--- src/rtl/mod_req_issuer.sv ---
// Request sequencer: issues a programmed number of four-phase req_valid/req_ready handshakes.
// Optional watchdog timeout enabled by defining MOD_REQ_ISSUER_TIMEOUT_EN.
module mod_req_issuer #(
  parameter int unsigned COUNT_W = 8,
  parameter int unsigned TIMEOUT = 255
) (
  input  logic               clk,
  input  logic               rst,
  input  logic               start,
  input  logic [COUNT_W-1:0] count,
  output logic               busy,
  output logic               done,
  output logic               error,
  output logic [COUNT_W-1:0] issued,
  output logic               req_valid,
  input  logic               req_ready
);

  typedef enum logic [1:0] {IDLE, ASSERT, RELEASE, DONE} state_t;

  state_t             state, state_next;
  logic [COUNT_W-1:0] n, n_next;
  logic [COUNT_W-1:0] issued_next, issued_inc;
  logic               busy_next, done_next, req_valid_next;

`ifdef MOD_REQ_ISSUER_TIMEOUT_EN
  localparam int unsigned WD_W = $clog2(TIMEOUT + 1);
  logic [WD_W-1:0] wdog, wdog_next;
  logic            error_next;
`endif

  // Next-state and next-output logic; every output is registered from these
  always_comb begin
    state_next     = state;
    n_next         = n;
    issued_next    = issued;
    busy_next      = busy;
    done_next      = 1'b0;
    req_valid_next = req_valid;
    issued_inc     = issued + COUNT_W'(1);
`ifdef MOD_REQ_ISSUER_TIMEOUT_EN
    error_next     = error;
    wdog_next      = '0;
`endif
    case (state)
      IDLE: begin
        if (start) begin
          n_next      = count;
          issued_next = '0;
`ifdef MOD_REQ_ISSUER_TIMEOUT_EN
          error_next  = 1'b0;
`endif
          if (count == '0) begin
            state_next = DONE;
            done_next  = 1'b1;
          end else begin
            state_next     = ASSERT;
            req_valid_next = 1'b1;
            busy_next      = 1'b1;
          end
        end
      end
      ASSERT: begin
        if (req_ready) begin
          state_next     = RELEASE;
          req_valid_next = 1'b0;
        end
      end
      RELEASE: begin
        if (!req_ready) begin
          issued_next = issued_inc;
          if (issued_inc == n) begin
            state_next = DONE;
            done_next  = 1'b1;
            busy_next  = 1'b0;
          end else begin
            state_next     = ASSERT;
            req_valid_next = 1'b1;
          end
        end
      end
      DONE:    state_next = IDLE;
      default: state_next = IDLE;
    endcase
`ifdef MOD_REQ_ISSUER_TIMEOUT_EN
    // Watchdog only advances while a handshake phase is stuck in place
    if ((state == ASSERT || state == RELEASE) && state_next == state) begin
      if (wdog == WD_W'(TIMEOUT - 1)) begin
        state_next     = IDLE;
        req_valid_next = 1'b0;
        busy_next      = 1'b0;
        error_next     = 1'b1;
      end else begin
        wdog_next = wdog + WD_W'(1);
      end
    end
`endif
  end

  always_ff @(posedge clk) begin
    if (rst) begin
      state     <= IDLE;
      n         <= '0;
      issued    <= '0;
      busy      <= 1'b0;
      done      <= 1'b0;
      req_valid <= 1'b0;
    end else begin
      state     <= state_next;
      n         <= n_next;
      issued    <= issued_next;
      busy      <= busy_next;
      done      <= done_next;
      req_valid <= req_valid_next;
    end
  end

`ifdef MOD_REQ_ISSUER_TIMEOUT_EN
  always_ff @(posedge clk) begin
    if (rst) begin
      wdog  <= '0;
      error <= 1'b0;
    end else begin
      wdog  <= wdog_next;
      error <= error_next;
    end
  end
`else
  assign error = 1'b0;
`endif

endmodule
--- config.mk ---
export PLATFORM = sky130hd
export DESIGN_NAME = mod_req_issuer
export DESIGN_NICKNAME = d
export VERILOG_FILES = /design/src/rtl/mod_req_issuer.sv
export SDC_FILE = /design/constraint.sdc
export NUM_CORES = 1
export LEC_CHECK = 0
export ABC_AREA = 1
export CAP_MARGIN = 20
export CELL_PAD_IN_SITES_DETAIL_PLACEMENT = 1
export CELL_PAD_IN_SITES_GLOBAL_PLACEMENT = 1
export CORE_AREA = 2 2 61 63
export CTS_CLUSTER_DIAMETER = 150
export DETAILED_ROUTE_END_ITERATION = 10
export DIE_AREA = 0 0 63 65
export GPL_ROUTABILITY_DRIVEN = 0
export PLACE_DENSITY = 0.86
export SLEW_MARGIN = 20
export SYNTH_ARGS = -nofsm -noshare
export SYNTH_HDL_FRONTEND = slang
export SYNTH_SLANG_ARGS = --single-unit
--- constraint.sdc ---
create_clock -name clk -period 4.6 [get_ports clk]
set_input_delay 0.69 -clock clk [delete_from_list [all_inputs] [get_ports clk]]
set_output_delay 0.69 -clock clk [all_outputs]
set_load 0.03 [all_outputs]
* Word level (Yosys, flattened, before mapping) *
Cells that the tools add are included.

operators by class
  reductions and logical operators = 9
  $add $sub $neg = 1
  muxes and demuxes = 23
  equal/unequal tests = 10

operators by type and width
  kind                                                 count
  two-way mux 8 bit                                    2
  one-hot mux 8 bit (2 select lines)                   1
  inequality test 2 bit, second input constant         6
  two-way mux 1 bit                                    11
  two-way mux 2 bit                                    5
  adder 8 x 1 -> 8 bit, second input constant          1
  equality test 8 bit                                  1
  logical NOT 8 bit                                    1
  one-hot mux 2 bit (4 select lines)                   1
  AND reduction 3 bit                                  2
  AND reduction 6 bit                                  1
  AND reduction 5 bit                                  1
  equality test 2 bit, second input constant           2
  one-hot mux 1 bit (2 select lines)                   2
  one-hot mux 1 bit (3 select lines)                   1
  nonzero test 3 bit                                   1
  equality test 2 x 1 -> 1 bit, second input constant  1
  logical NOT 2 bit                                    1
  AND reduction 2 bit                                  1
  nonzero test 2 bit                                   1

word-level totals
  register bits = 21
  word-level logic and storage cells = 49
  input bits = 12
  output and inout port bits = 12

* Depth between registers and ports, before layout *
  word-level depth = 5
  depth in mapped cells = 14
  depth with buffers taken out = 13

* Worst setup path before layout *
No wires, ideal clock.

  kind = register -> register
  from = reg issued[1]
  to = reg req_valid
  cell stages (with the launch flop) = 13
  setup time = 114 ps
  arrival = 1,686 ps
  buffers on the path = 0
  data required time = 4,486 ps
  period minus slack after synthesis = 1,800 ps
  slack = 2,800 ps
  cells stage by stage = dfxtp_1 ha_1 nand3_2 nor2_2 nand2_1 nand3_1 nand2_1 nor2_2 nand3_1 nand2_1 nand2_1 nand2_1 a21oi_2

on the way
  longest elaborated chain between the ends = 4

ends and longest elaborated chain
  item                             line  source
  start: declaration               14    output logic [COUNT_W-1:0] issued,
  start signal: assignment         111   issued <= issued_next;
  adder 8 x 1 -> 8 bit             40    issued_inc = issued + COUNT_W'(1);
  equality test 8 bit              72    if (issued_inc == n) begin
  inequality test 2 bit (no line)  n/a
  AND reduction 6 bit (no line)    n/a
  end signal: assignment           114   req_valid <= req_valid_next;
  end: declaration                 15    output logic req_valid,

Every way passes these cells.
A chain may end at the register's enable or synchronous reset.

* Final worst setup path *
  from = reg issued[0]
  to = out issued[0]

No word-level cell between the ends.

==> impl_metrics.env <==
export IMPL_setup_violations_final=0
export IMPL_post_cts_setup_buffers=0
export IMPL_finalWorstPathRequiredPeriod_ns=2.369
export IMPL_clock_sink_count=21
export IMPL_timing_critical_path_required_ns=3.91
export IMPL_maxClockFrequency_ghz=0.4221
export IMPL_timing_rr_start="issued[0]"
export IMPL_hold_end="busy"
export IMPL_post_cts_hold_buffer_count=0
export IMPL_die_y_um=65
export IMPL_crit_chain="clkdlybuf4s50_1"
export IMPL_htree_num_levels=1
export IMPL_cp_num_buf_inv=1
export IMPL_hpwl_um=2567
export IMPL_grt_max_degree=14
export IMPL_remaining_drc_errors=0
export IMPL_worst_pin_slew_ns=0.6363
export IMPL_cap_violations=0
export IMPL_skew_ns=0.003867
export IMPL_cts_reportedPaths_clkPinSlew_ns=0.12
export IMPL_ctsResizeCount=0
export IMPL_ctsLongestPathBuffers=2
export IMPL_hold_violations=0
export IMPL_syn_to_final_growth_pct=22.87
export IMPL_crit_path_max_incr_delay_ns=0.75
export IMPL_floorplan_initialDensity_pct=34.43
export IMPL_via_per_inst=4.829
export IMPL_setup_tns_final_ns=0
export IMPL_grt_first_pass_wirelength_um=5823
export IMPL_grt_pass1_vias=1321
export IMPL_core_area_mm2=0.003496
export IMPL_multi_input_gate_area_in_the_final_layout_um2=660.6
export IMPL_finalPower_w=0.0003891
export IMPL_synth_avg_cell_area_um2=6.402
export IMPL_cell_with_the_largest_stage_delay_on_the_worst_path="sky130_fd_sc_hd__clkdlybuf4s50_1"
export IMPL_synth_cell_types=26
export IMPL_grt_antenna_before_repair=0
export IMPL_detailroute_via_count=1241
export IMPL_final_period_utilization_pct=51.51
export IMPL_worst_endpoint_arrival_ns=1.68
export IMPL_num_rows=22
export IMPL_setup_reg_to_reg_worst_slack_ns=2.56
export IMPL_run_status="completed"
export IMPL_design_die_area_mm2=0.004095
export IMPL_yosys_area_share_xor_xnor_pct=2.911
export IMPL_maxSlewViolCount=0
export IMPL_diodes=0
export IMPL_seq_area_frac_synth_pct=34.93
export IMPL_tritoncts_num_buffers=3
export IMPL_layout_drive_gt1_share_pct=8.134
export IMPL_dr_first_iter_drc_count=37
export IMPL_min_path_type="reg -> reg"
export IMPL_hold_ws_ns=0.4733
export IMPL_synthSimpleGateAreaFrac_pct=37.42
export IMPL_setup_ws_ns=2.231
export IMPL_endpoint_class_of_the_critical_path="output pin"
export IMPL_cts_root_buf="sky130_fd_sc_hd__clkbuf_4"
export IMPL_crit_path_start_kind="register"
export IMPL_fp_dieW_um=63
export IMPL_timing_critical_path_max_delay_family="buffers and inverters"
export IMPL_timing_hold_worst_start="busy"
export IMPL_antenna_violating_nets_post_route=0
export IMPL_ff_latch_area_um2=420.4
export IMPL_worst_setup_path_type="reg -> out"
export IMPL_synth_adder_area_share_pct=1.040
export IMPL_grt_overflow=0
export IMPL_mappedNetlistNets=201
export IMPL_synth_compound_gate_area_share_pct=13.20
export IMPL_route_final_wire_length_um=3275
export IMPL_grt_usage_pct=17.99
export IMPL_synth_warnings=0
export IMPL_cp_max_fo=10
export IMPL_fin_nets=223
export IMPL_post_synth_inst_count=188
export IMPL_ff2ff_path_depth=11
export IMPL_tritoncts="yes"
export IMPL_drt_first_pass_iters=4
export IMPL_detailroute_wirelength_met2_um=1706
export IMPL_top_layer_used="met4"
export IMPL_power_per_cell_area_mw_per_mm2=263.1
export IMPL_final_core_util_pct=42.30
export IMPL_r2r_end="busy"
export IMPL_worst_hold_path_cells=2
export IMPL_numPortBuffers=22
export IMPL_slew_limit_headroom_pct=57.35
export IMPL_drt_wirelength_per_cell_um=12.74
export IMPL_yosys_mux_area_fraction_pct=0
export IMPL_rsz0062_at_grt="no"
export IMPL_top_level_ports=24
export IMPL_vdd_ir_drop_worst_mv=0.1175
export IMPL_main_combinational_cell_family_by_area_after_synthesis="simple AND/OR/NAND/NOR gates"
export IMPL_synth_area_mm2=0.001204
export IMPL_met1Wirelength_um=1440
export IMPL_preCtsSetupSlack_ns=2.184
export IMPL_dr_wl_met3_um=81
export IMPL_leakage_power_nw=0.6062
export IMPL_layout_filler_cells=481
export IMPL_ys_ff_latch=21
export IMPL_worst_skew_pair_late_latency_ns=0.32
cells by family (layout without fill, tap and decap cells):
logic type / Yosys count / count (layout)
AO/OA/AOI/OAI: 29 / 29
XOR/XNOR: 4 / 4
adder cells (fa/ha/maj): 1 / 1
buffers and inverters: 29 / 50
flip-flops: 21 / 21
other: 1 / 1
AND/OR/NAND/NOR: 103 / 103
how the worst max path moves through the flow:
stage	start	end	slack (ns)	depth (start not counted)
3_5_place_dp	count[6]	req_valid	2.18	10
2_1_floorplan	issued[1]	req_valid	2.80	12
4_1_cts	issued[0]	issued[0]	2.23	1
3_3_place_gp	count[6]	req_valid	2.23	10
6_report	issued[0]	issued[0]	2.23	1
5_1_grt	issued[0]	issued[0]	2.17	1
routing by layer:
| layer | up-vias | track usage (%) |
|---|---|---|
| met5 | - | 0 |
| met4 | 0 | 6.389 |
| met3 | 5 | 2.257 |
| met2 | 18 | 34.18 |
| met1 | 583 | 20.49 |
| li1 | 635 | - |
layout by cell type (no fill, tap or decap), types with 3 or more instances in the layout:
cell type                         count
sky130_fd_sc_hd__a21oi_1             13
sky130_fd_sc_hd__clkbuf_4             3
sky130_fd_sc_hd__clkdlybuf4s50_1     22
sky130_fd_sc_hd__dfxtp_1             21
sky130_fd_sc_hd__inv_1               24
sky130_fd_sc_hd__nand2_1             50
sky130_fd_sc_hd__nand3_1             16
sky130_fd_sc_hd__nor2_1              22
sky130_fd_sc_hd__nor2_2               7
sky130_fd_sc_hd__o21ai_0             11
stage by stage:
step | instance area [um2] | cells
after floorplan | 1204 | 188
after global placement | 1451 | 253
after detailed placement | 1451 | 253
after CTS | 1479 | 257
after global routing | 1479 | 257
final | 1479 | 257
cells in the mapped netlist (all sizes together):
library cell / instances / area share (%)
conb: 1 / 0.31
buf: 4 / 2.4
ha: 1 / 1.0
nand4: 2 / 1.0
clkbuf: 1 / 0.31
nand3: 17 / 7.5
a31oi: 1 / 0.52
xor2: 2 / 1.5
dfxtp: 21 / 35
nor4: 1 / 0.52
a21oi: 15 / 6.9
xnor2: 2 / 1.5
nor2: 29 / 10
a22oi: 1 / 0.62
nor3: 2 / 1.2
inv: 24 / 7.5
nand2: 52 / 17
a211oi: 1 / 0.62
o21ai: 11 / 4.6
sequential cells by signal, summed over array words and instances (netlist names):
register / cells
req_valid: 1
state: 2
issued: 8
busy: 1
done: 1
n: 8
area by class of cell:
type / instances / share of cell area (%)
multi-input combinational: 138 / 44.67
sequential: 21 / 28.43
timing repair buffer: 22 / 14.89
inverter: 24 / 6.091
tap: 48 / 4.061
clock buffer: 3 / 1.523
clock inverter: 1 / 0.3384
report_power, final:
group           total, W  internal [W]  leakage [nW]  switching (W)
Sequential      0.000205      0.000195         0.172      0.0000104
Combinational  0.0000906     0.0000345         0.416      0.0000561
Clock          0.0000936     0.0000326        0.0177      0.0000610
Total           0.000389      0.000262         0.606       0.000127
worst min-delay path, delay by kind of cell (launching register included):
| kind | cells | cell delay, ns |
|---|---|---|
| simple gates | 1 | 0.06 |
| flops | 1 | 0.33 |
| compound gates | 1 | 0.05 |
No activity file was read; power rests on OpenSTA's default activity.
